### config.mk
export PLATFORM = sky130hd
export DESIGN_NAME = video_timing_flat
export DESIGN_NICKNAME = d
export VERILOG_FILES = /design/src/rtl/video_timing_pkg.sv /design/src/rtl/video_timing_if.sv /design/src/rtl/video_timing_axis.sv /design/src/rtl/video_timing.sv /design/src/flat_wrapper.sv
export SDC_FILE = /design/constraint.sdc
export NUM_CORES = 1
export LEC_CHECK = 0
export CAP_MARGIN = 20
export CORE_ASPECT_RATIO = 0.6
export CORE_MARGIN = 1
export CORE_UTILIZATION = 52
export CTS_CLUSTER_SIZE = 20
export DETAILED_ROUTE_END_ITERATION = 7
export GPL_TIMING_DRIVEN = 1
export PLACE_DENSITY = 0.89
export SYNTH_ARGS = -nofsm -noshare
export SYNTH_HDL_FRONTEND = slang
export SYNTH_SLANG_ARGS = --single-unit
### constraint.sdc
create_clock -name CLK -period 2.6 [get_ports CLK]
set_clock_uncertainty 0.15 [all_clocks]
set_input_delay 0.65 -clock CLK [delete_from_list [all_inputs] [get_ports CLK]]
set_output_delay 0.65 -clock CLK [all_outputs]
set_load 0.02 [all_outputs]
### src/rtl/video_timing_pkg.sv
// Shared mode constants and helpers for the raster timing generator.
package video_timing_pkg;

  typedef struct packed {
    int unsigned active;
    int unsigned front;
    int unsigned sync;
    int unsigned back;
  } axis_mode_t;

  localparam axis_mode_t VGA640_H = '{active: 640, front: 16, sync: 96,  back: 48};
  localparam axis_mode_t VGA640_V = '{active: 480, front: 10, sync: 2,   back: 33};
  localparam axis_mode_t SVGA800_H = '{active: 800, front: 40, sync: 128, back: 88};
  localparam axis_mode_t SVGA800_V = '{active: 600, front: 1,  sync: 4,   back: 23};

  function automatic int unsigned axis_total(input int unsigned active, input int unsigned front,
                                             input int unsigned sync, input int unsigned back);
    return active + front + sync + back;
  endfunction

endpackage

### src/rtl/video_timing_if.sv
// Timing bundle between the raster generator and its consumers (pixel fetch, sync delay line).
interface video_timing_if #(
  parameter int unsigned XW = 10,
  parameter int unsigned YW = 10
) ();

  logic          EN;
  logic [XW-1:0] X;
  logic [YW-1:0] Y;
  logic          DE;
  logic          HSYNC;
  logic          VSYNC;
  logic          LINE;
  logic          FRAME;

  modport master (
    input  EN,
    output X, Y, DE, HSYNC, VSYNC, LINE, FRAME
  );

  modport slave (
    output EN,
    input  X, Y, DE, HSYNC, VSYNC, LINE, FRAME
  );

endinterface

### src/rtl/video_timing_axis.sv
// One raster axis: wrapping position counter with registered region flags
// decoded from the next count, so flags always match the current count.
module video_timing_axis
  import video_timing_pkg::*;
#(
  parameter int unsigned ACTIVE_LEN = 4,
  parameter int unsigned FRONT_LEN  = 1,
  parameter int unsigned SYNC_LEN   = 2,
  parameter int unsigned BACK_LEN   = 1,
  parameter int unsigned CW         = 4
) (
  input  logic          CLK,
  input  logic          RST,
  input  logic          step,
  output logic [CW-1:0] count,
  output logic          active,
  output logic          sync,
  output logic          wrap,
  output logic          zero
);

  localparam int unsigned TOTAL = axis_total(ACTIVE_LEN, FRONT_LEN, SYNC_LEN, BACK_LEN);

  if (ACTIVE_LEN < 1 || FRONT_LEN < 1 || SYNC_LEN < 1 || BACK_LEN < 1) begin : g_bad_len
    $error("video_timing_axis: every region width must be at least 1");
  end
  if ((64'd1 << CW) < 64'(TOTAL)) begin : g_bad_width
    $error("video_timing_axis: counter width too small for axis total");
  end

  localparam logic [CW-1:0] Last      = CW'(TOTAL - 1);
  localparam logic [CW-1:0] ActEnd    = CW'(ACTIVE_LEN);
  localparam logic [CW-1:0] SyncStart = CW'(ACTIVE_LEN + FRONT_LEN);
  localparam logic [CW-1:0] SyncEnd   = CW'(ACTIVE_LEN + FRONT_LEN + SYNC_LEN);

  logic [CW-1:0] count_q, count_d;
  logic          active_q, sync_q, wrap_q, zero_q;

  always_comb begin
    count_d = count_q;
    if (RST) begin
      count_d = '0;
    end else if (step) begin
      count_d = (count_q == Last) ? '0 : count_q + CW'(1);
    end
  end

  always_ff @(posedge CLK) begin
    count_q  <= count_d;
    active_q <= (count_d < ActEnd);
    sync_q   <= (count_d >= SyncStart) && (count_d < SyncEnd);
    wrap_q   <= (count_d == Last);
    zero_q   <= (count_d == '0);
  end

  assign count  = count_q;
  assign active = active_q;
  assign sync   = sync_q;
  assign wrap   = wrap_q;
  assign zero   = zero_q;

endmodule

### src/rtl/video_timing.sv
// Raster timing generator: horizontal and vertical axes plus output decode.
// Define VIDEO_TIMING_SYNC_POS_EN for active-high HSYNC/VSYNC (default active-low).
module video_timing
  import video_timing_pkg::*;
#(
  parameter int unsigned H_ACTIVE = VGA640_H.active,
  parameter int unsigned H_FRONT  = VGA640_H.front,
  parameter int unsigned H_SYNC   = VGA640_H.sync,
  parameter int unsigned H_BACK   = VGA640_H.back,
  parameter int unsigned V_ACTIVE = VGA640_V.active,
  parameter int unsigned V_FRONT  = VGA640_V.front,
  parameter int unsigned V_SYNC   = VGA640_V.sync,
  parameter int unsigned V_BACK   = VGA640_V.back,
  parameter int unsigned XW       = 10,
  parameter int unsigned YW       = 10
) (
  input  logic            CLK,
  input  logic            RST,
  video_timing_if.master  vt
);

  logic [XW-1:0] h_count;
  logic [YW-1:0] v_count;
  logic          h_active, h_sync, h_wrap, h_zero;
  logic          v_active, v_sync, v_zero;
  logic          unused_v_wrap;

  video_timing_axis #(
    .ACTIVE_LEN (H_ACTIVE),
    .FRONT_LEN  (H_FRONT),
    .SYNC_LEN   (H_SYNC),
    .BACK_LEN   (H_BACK),
    .CW         (XW)
  ) u_h_axis (
    .CLK    (CLK),
    .RST    (RST),
    .step   (vt.EN),
    .count  (h_count),
    .active (h_active),
    .sync   (h_sync),
    .wrap   (h_wrap),
    .zero   (h_zero)
  );

  // h_wrap is a level at h==H_TOTAL-1, so the line only advances on an enabled wrap.
  video_timing_axis #(
    .ACTIVE_LEN (V_ACTIVE),
    .FRONT_LEN  (V_FRONT),
    .SYNC_LEN   (V_SYNC),
    .BACK_LEN   (V_BACK),
    .CW         (YW)
  ) u_v_axis (
    .CLK    (CLK),
    .RST    (RST),
    .step   (vt.EN & h_wrap),
    .count  (v_count),
    .active (v_active),
    .sync   (v_sync),
    .wrap   (unused_v_wrap),
    .zero   (v_zero)
  );

  assign vt.X     = h_count;
  assign vt.Y     = v_count;
  assign vt.DE    = h_active & v_active;
  assign vt.LINE  = h_zero;
  assign vt.FRAME = h_zero & v_zero;

`ifdef VIDEO_TIMING_SYNC_POS_EN
  assign vt.HSYNC = h_sync;
  assign vt.VSYNC = v_sync;
`else
  assign vt.HSYNC = ~h_sync;
  assign vt.VSYNC = ~v_sync;
`endif

endmodule
### src/flat_wrapper.sv
// flat-port wrapper written by rule: the top's interface ports become plain ports
module video_timing_flat import video_timing_pkg::*;
#(
  parameter int unsigned H_ACTIVE = VGA640_H.active,
  parameter int unsigned H_FRONT  = VGA640_H.front,
  parameter int unsigned H_SYNC   = VGA640_H.sync,
  parameter int unsigned H_BACK   = VGA640_H.back,
  parameter int unsigned V_ACTIVE = VGA640_V.active,
  parameter int unsigned V_FRONT  = VGA640_V.front,
  parameter int unsigned V_SYNC   = VGA640_V.sync,
  parameter int unsigned V_BACK   = VGA640_V.back,
  parameter int unsigned XW       = 10,
  parameter int unsigned YW       = 10
)
  (CLK, RST, vt_EN, vt_X, vt_Y, vt_DE, vt_HSYNC, vt_VSYNC, vt_LINE, vt_FRAME);
  video_timing_if #(.XW(XW), .YW(YW)) vt_i ();
  input  logic CLK;
  input  logic RST;
  input wire logic [$bits(vt_i.EN)-1:0] vt_EN;
  output wire logic [$bits(vt_i.X)-1:0] vt_X;
  output wire logic [$bits(vt_i.Y)-1:0] vt_Y;
  output wire logic [$bits(vt_i.DE)-1:0] vt_DE;
  output wire logic [$bits(vt_i.HSYNC)-1:0] vt_HSYNC;
  output wire logic [$bits(vt_i.VSYNC)-1:0] vt_VSYNC;
  output wire logic [$bits(vt_i.LINE)-1:0] vt_LINE;
  output wire logic [$bits(vt_i.FRAME)-1:0] vt_FRAME;
  assign vt_i.EN = vt_EN;
  assign vt_X = vt_i.X;
  assign vt_Y = vt_i.Y;
  assign vt_DE = vt_i.DE;
  assign vt_HSYNC = vt_i.HSYNC;
  assign vt_VSYNC = vt_i.VSYNC;
  assign vt_LINE = vt_i.LINE;
  assign vt_FRAME = vt_i.FRAME;
  video_timing #(.H_ACTIVE(H_ACTIVE), .H_FRONT(H_FRONT), .H_SYNC(H_SYNC), .H_BACK(H_BACK), .V_ACTIVE(V_ACTIVE), .V_FRONT(V_FRONT), .V_SYNC(V_SYNC), .V_BACK(V_BACK), .XW(XW), .YW(YW)) u_core (.CLK(CLK), .RST(RST), .vt(vt_i));
endmodule
After elaboration in Yosys (flattened, before gate mapping)

Index checks and enable logic that the tools add are counted.
W data, S select, Z words.

Equal/unequal tests: 3
$add $sub $neg: 2
Bitwise logic cells: 5
Reduce and logical (&&, ||, !) cells: 4
$lt $le $gt $ge: 6
Mux-type cells: 6

Operator list:

| kind                    | count |
|---|---|
| $mux W10                | 6 |
| $eq A10 B10 Y1 const B  | 3 |
| $add A10 B1 Y10 const B | 2 |
| $logic_not A10 Y1       | 2 |
| $lt A10 B10 Y1 const B  | 2 |
| $lt A10 B9 Y1 const B   | 2 |
| $ge A10 B10 Y1 const B  | 1 |
| $ge A10 B9 Y1 const B   | 1 |
| $and A1 B1 Y1           | 3 |
| $logic_and A1 B1 Y1     | 2 |
| $not A1 Y1              | 2 |

Input bits: 3
Logic and storage cells: 35
Register bits: 27

Longest topological paths before layout

Depth in word-level cells: 6
Depth in mapped cells: 9
Mapped depth without buffers: 7

Modules after synthesis

A second synthesis with hierarchy kept.

Cell total of the unflattened synthesis: 183
Area, all modules: 1734.2 sq um

Modules (own cells, without submodules):

| module                               | area an instance (sq um) | instances | cells an instance |
|---|---|---|---|
| video_timing_axis at u_core.u_v_axis | 872.1                    | 1         | 96 |
| video_timing_axis at u_core.u_h_axis | 835.8                    | 1         | 82 |
| video_timing                         | 26.3                     | 1         | 5 |

Worst setup path after synthesis

OpenSTA, ideal clock, no wires.

Kind: register to register
Start point: reg u_core.u_h_axis.count_q[0], in the netlist u_core.u_h_axis.count[0]
End point: reg u_core.u_h_axis.sync_q, in the netlist u_core.u_h_axis.sync
Data required time: 2.347 ns
Period minus slack after synthesis: 2.301 ns
Setup time: 0.103 ns
Data arrival time: 2.048 ns
Cell stages (with the launch flop): 8
Path slack: 0.299 ns
Cell sequence: dfxtp_1 ha_1 and4_1 and2_1 a41o_1 buf_2 or2_1 a2111oi_2

Cells in the longest elaborated chain, start to end: 6
Elaborated cells on any way between the ends: 8
Those cells by class: add/sub (1); order compare (2); eq/ne (1); mux (3); reduce/logical (1)

Ends and longest elaborated chain:

| item                                              | RTL line                | source |
|---|---|---|
| from (decl)                                       | video_timing_axis.sv:36 | `logic [CW-1:0] count_q, count_d;` |
| from (signal assigned)                            | video_timing_axis.sv:49 | `count_q <= count_d;` |
| $add A10 B1 Y10 or $eq A10 B10 Y1 (tied branches) | video_timing_axis.sv:44 | `count_d = (count_q == Last) ? '0 : count_q + CW'(1);` |
| $mux W10                                          | video_timing_axis.sv:44 |  |
| $mux W10 (*)                                      | video_timing_axis.sv:43 | `end else if (step) begin` |
| $mux W10 (*)                                      | video_timing_axis.sv:41 | `if (RST) begin` |
| $ge A10 B10 Y1 or $lt A10 B10 Y1 (tied branches)  | video_timing_axis.sv:51 | `sync_q <= (count_d >= SyncStart) && (count_d < SyncEnd);` |
| $logic_and A1 B1 Y1 (*)                           | video_timing_axis.sv:51 |  |
| to (signal assigned)                              | video_timing_axis.sv:51 |  |
| to (decl)                                         | video_timing_axis.sv:37 | `logic active_q, sync_q, wrap_q, zero_q;` |

Mark *: on every way between the ends. The rest lies on a longest branch, timed or not.

Final worst setup path

Start point: in vt_EN
End point: reg u_core.u_v_axis.sync_q, in the netlist u_core.u_v_axis.sync

Cells in the longest elaborated chain, start to end: 5
Elaborated cells on any way between the ends: 6
Those cells by class: order compare (2); mux (2); bitwise (1); reduce/logical (1)

Ends and longest elaborated chain:

| item                                           | RTL line                | source |
|---|---|---|
| from (decl)                                    | flat_wrapper.sv:19      | `input wire logic [$bits(vt_i.EN)-1:0] vt_EN;` |
| $and A1 B1 Y1 (*)                              | video_timing.sv:55      | `.step (vt.EN & h_wrap),` |
| $mux W10 (*)                                   | video_timing_axis.sv:43 |  |
| $mux W10 (*)                                   | video_timing_axis.sv:41 |  |
| $ge A10 B9 Y1 or $lt A10 B9 Y1 (tied branches) | video_timing_axis.sv:51 |  |
| $logic_and A1 B1 Y1 (*)                        | video_timing_axis.sv:51 |  |
| to (signal assigned)                           | video_timing_axis.sv:51 |  |
| to (decl)                                      | video_timing_axis.sv:37 |  |

Marked as above.

==> run metrics <==
result of the run completed; worst hold slack after final layout 0.448 ns; first drt pass iteration count 5; post-detailed-route DRC marker count 0; final instance count without filler cells 277; synthesis-to-layout area growth 28.7%; count of instances resized after the clock tree is built 0; antenna violations before repair 0; cts-stage hold buffer count 0; number of rows in the core area 15; proportion of register bits with asynchronous set or reset after synthesis 0%; VDD IR-drop max 0.000225 V; category of the worst setup path capture point register; type of origin of the critical path primary input; Total GRT Usage 25.1%; actual transition at the worst max-transition pin 0.414 ns; arrival time reported for the critical path endpoint 2.55 ns; starting density of the core 55.1%; sequence of cells on the critical path clkdlybuf4s50_1 > nand4_2 > nor3_2 > xnor2_1 > or4b_4 > nor4b_2; Relative slew margins 72.4%; I/O pin total 28; antenna diode count 0; Syn Nets 204; Final ANT Viol Nets 0; setup-violating endpoint count in the final report 0; count of different cell masters after synthesis 46; routability-driven placement congestion ratio 0.935; class of the tightest hold or removal check register to register; leakage power of the design 0.746 nW; count of buffer and inverter cells on the critical path 1; number of enable flip-flop cells after synthesis 0; via density per instance 5.58; CTS sink count 27; clock latency at the later pin of the worst-skew pair 0.27 ns; H-tree levels 1; Buffers on Ports 27; Power Density 348 nW/µm²; final layout net count 242; clock-pin slew on the worst setup and hold paths 0.09 ns; data required time at the worst endpoint 2.62 ns; number of vias after detailed routing 1546; max-cap violation count 0; most used cells in the layout excluding fill and tap cells 27 x sky130_fd_sc_hd__clkdlybuf4s50_1, 27 x sky130_fd_sc_hd__dfxtp_1, 24 x sky130_fd_sc_hd__nor2_1; largest net degree at the start of global routing 15; max frequency 0.395 GHz; clock tree from TritonCTS done; wire length of the first global-routing pass 6130 µm; source of the critical timing path vt_EN; Placeable Area 2870 µm²; worst-path maximum fanout 6; final slew viol count 0; maximum clock path buffer count 2; number of fill cells 222; total CTS buffers 3; Die Width 73.2 µm; cell count after placement 273; vias in the first global route 1240; drt initial violations 164; ratio of final minimum period to clock period 97.5%; launch point of the worst reg-to-reg path u_core.u_v_axis.count[0]; top cells by area, synth sky130_fd_sc_hd__dfxtp_1 34%, sky130_fd_sc_hd__nor2_1 5.7%, sky130_fd_sc_hd__xnor2_1 5.0%; number of warning messages in the yosys log 0; detailed placement HPWL 2910 µm; Yosys top cell by area sky130_fd_sc_hd__dfxtp_1; worst setup path class primary input to register; sequential-to-total area share from yosys stat 34.2%; total standard cell area after synthesis 1580 µm²; height of the die 44.7 µm; startpoint of the tightest hold check path u_core.u_h_axis.count[3]; area share of the leading cell type in the synthesized netlist 34.2%; Routed WL 3920 µm; mean routed wirelength per cell 14.1 µm; number of post-CTS setup repair buffers 0; cell count after synthesis 198; clock tree root buffer cell sky130_fd_sc_hd__clkbuf_8; average size of a mapped cell 7.99 µm²; DIE AREA 3270 µm²; library cell contributing the largest single delay on the critical path sky130_fd_sc_hd__clkdlybuf4s50_1; delay of the slowest cell on the worst path 0.57 ns; number of register bits inferred by synthesis 27; largest delay contributor family on the critical path simple AND/OR/NAND/NOR gates; share of post-route cells with drive strength above 1 14.0%; total overflow reported by the global router 0; Hold Fails Final Rpt 0; time the worst path needs with I/O delays and setup 2.53 ns; setup repair after global routing missed its margin false; Primary FF master, synth sky130_fd_sc_hd__dfxtp_1
==> cell families (layout without fill, tap and decap cells) <==
kind of cell | Yosys count | after routing | share of synthesized area, %
multiplexers | 3 | 3 | 1.98
adder cells (fa/ha/maj) | 3 | 3 | 2.37
AND/OR/NAND/NOR | 91 | 91 | 31.0
AO/OA/AOI/OAI | 34 | 34 | 14.6
flip-flops | 27 | 27 | 34.2
XOR/XNOR | 17 | 17 | 9.42
buffers and inverters | 23 | 60 | 6.41
==> flip-flops by register name, indices dropped and copies added (netlist names) <==
| register | flops |
|---|---|
| u_core.u_v_axis.zero | 1 |
| u_core.u_h_axis.sync | 1 |
| u_core.u_h_axis.zero | 1 |
| u_core.u_v_axis.active | 1 |
| u_core.u_h_axis.wrap | 1 |
| u_core.u_h_axis.count | 10 |
| u_core.u_v_axis.count | 10 |
| u_core.u_v_axis.sync | 1 |
| u_core.u_h_axis.active | 1 |
==> tightest hold or removal path, stage by stage (launching register included) <==
cell	delay (ns)
sky130_fd_sc_hd__dfxtp_1	0.40
sky130_fd_sc_hd__nand4_1	0.11
sky130_fd_sc_hd__nor4b_1	0.05
==> worst paths after layout <==
check / endpoint / slack [ns] / depth (start not counted)
min: u_core.u_h_axis.wrap / 0.45 / 2
max: u_core.u_v_axis.sync / 0.07 / 6
min reg2reg: u_core.u_h_axis.wrap / 0.45 / 2
max reg2reg: u_core.u_v_axis.sync / 0.17 / 6
==> report_power, final <==
part	switching [W]	internal, W
Combinational	0.0000328	0.0000295
Clock	0.000116	0.000109
Sequential	0.00000285	0.000417
==> final cells by class <==
class / count / area, µm² / share of cell area, %
Multi-Input combinational cell: 148 / 940 / 46.2
Sequential cell: 27 / 541 / 26.6
Timing Repair Buffer: 48 / 428 / 21.0
Tap cell: 42 / 52.6 / 2.58
Inverter: 8 / 30.0 / 1.48
Clock buffer: 4 / 45.0 / 2.21
==> per-stage QoR <==
stage                     util (%)  worst slack [ns]  setup TNS (ns)  area [µm²]  power (W)
final                         70.9            0.0657               0        2040   0.000708
after global routing          70.9            0.0150               0        2040   0.000738
after CTS                     70.9            0.0896               0        2040   0.000714
after detailed placement      69.3            -0.186          -0.379        1990   0.000491
after global placement        69.3           -0.0554          -0.122        1990   0.000490
after floorplan                  -             0.299               0        1580   0.000464
==> synth_stat cells, types with 3 or more instances <==
cell,count
sky130_fd_sc_hd__o21ai_0,7
sky130_fd_sc_hd__nor2b_1,3
sky130_fd_sc_hd__nor2_1,24
sky130_fd_sc_hd__dfxtp_1,27
sky130_fd_sc_hd__inv_1,8
sky130_fd_sc_hd__xnor2_1,9
sky130_fd_sc_hd__nand3b_1,3
sky130_fd_sc_hd__ha_1,3
sky130_fd_sc_hd__nor3_1,9
sky130_fd_sc_hd__a21oi_1,8
sky130_fd_sc_hd__buf_2,5
sky130_fd_sc_hd__nand4_1,6
sky130_fd_sc_hd__nand2_1,15
sky130_fd_sc_hd__clkbuf_1,8
sky130_fd_sc_hd__o31ai_1,3
sky130_fd_sc_hd__xor2_1,8
sky130_fd_sc_hd__nand3_1,8
sky130_fd_sc_hd__and2_1,6
==> metal layers <==
metal | vias up | track usage (%) | share of wire [%]
li1 | 766 | - | -
met1 | 707 | 40.7 | 51
met2 | 67 | 32.4 | 38
met3 | 6 | 6.92 | 9.5
met4 | 0 | 3.92 | 0.79
met5 | - | 0 | 0
Power figures use the tool's default switching activity.
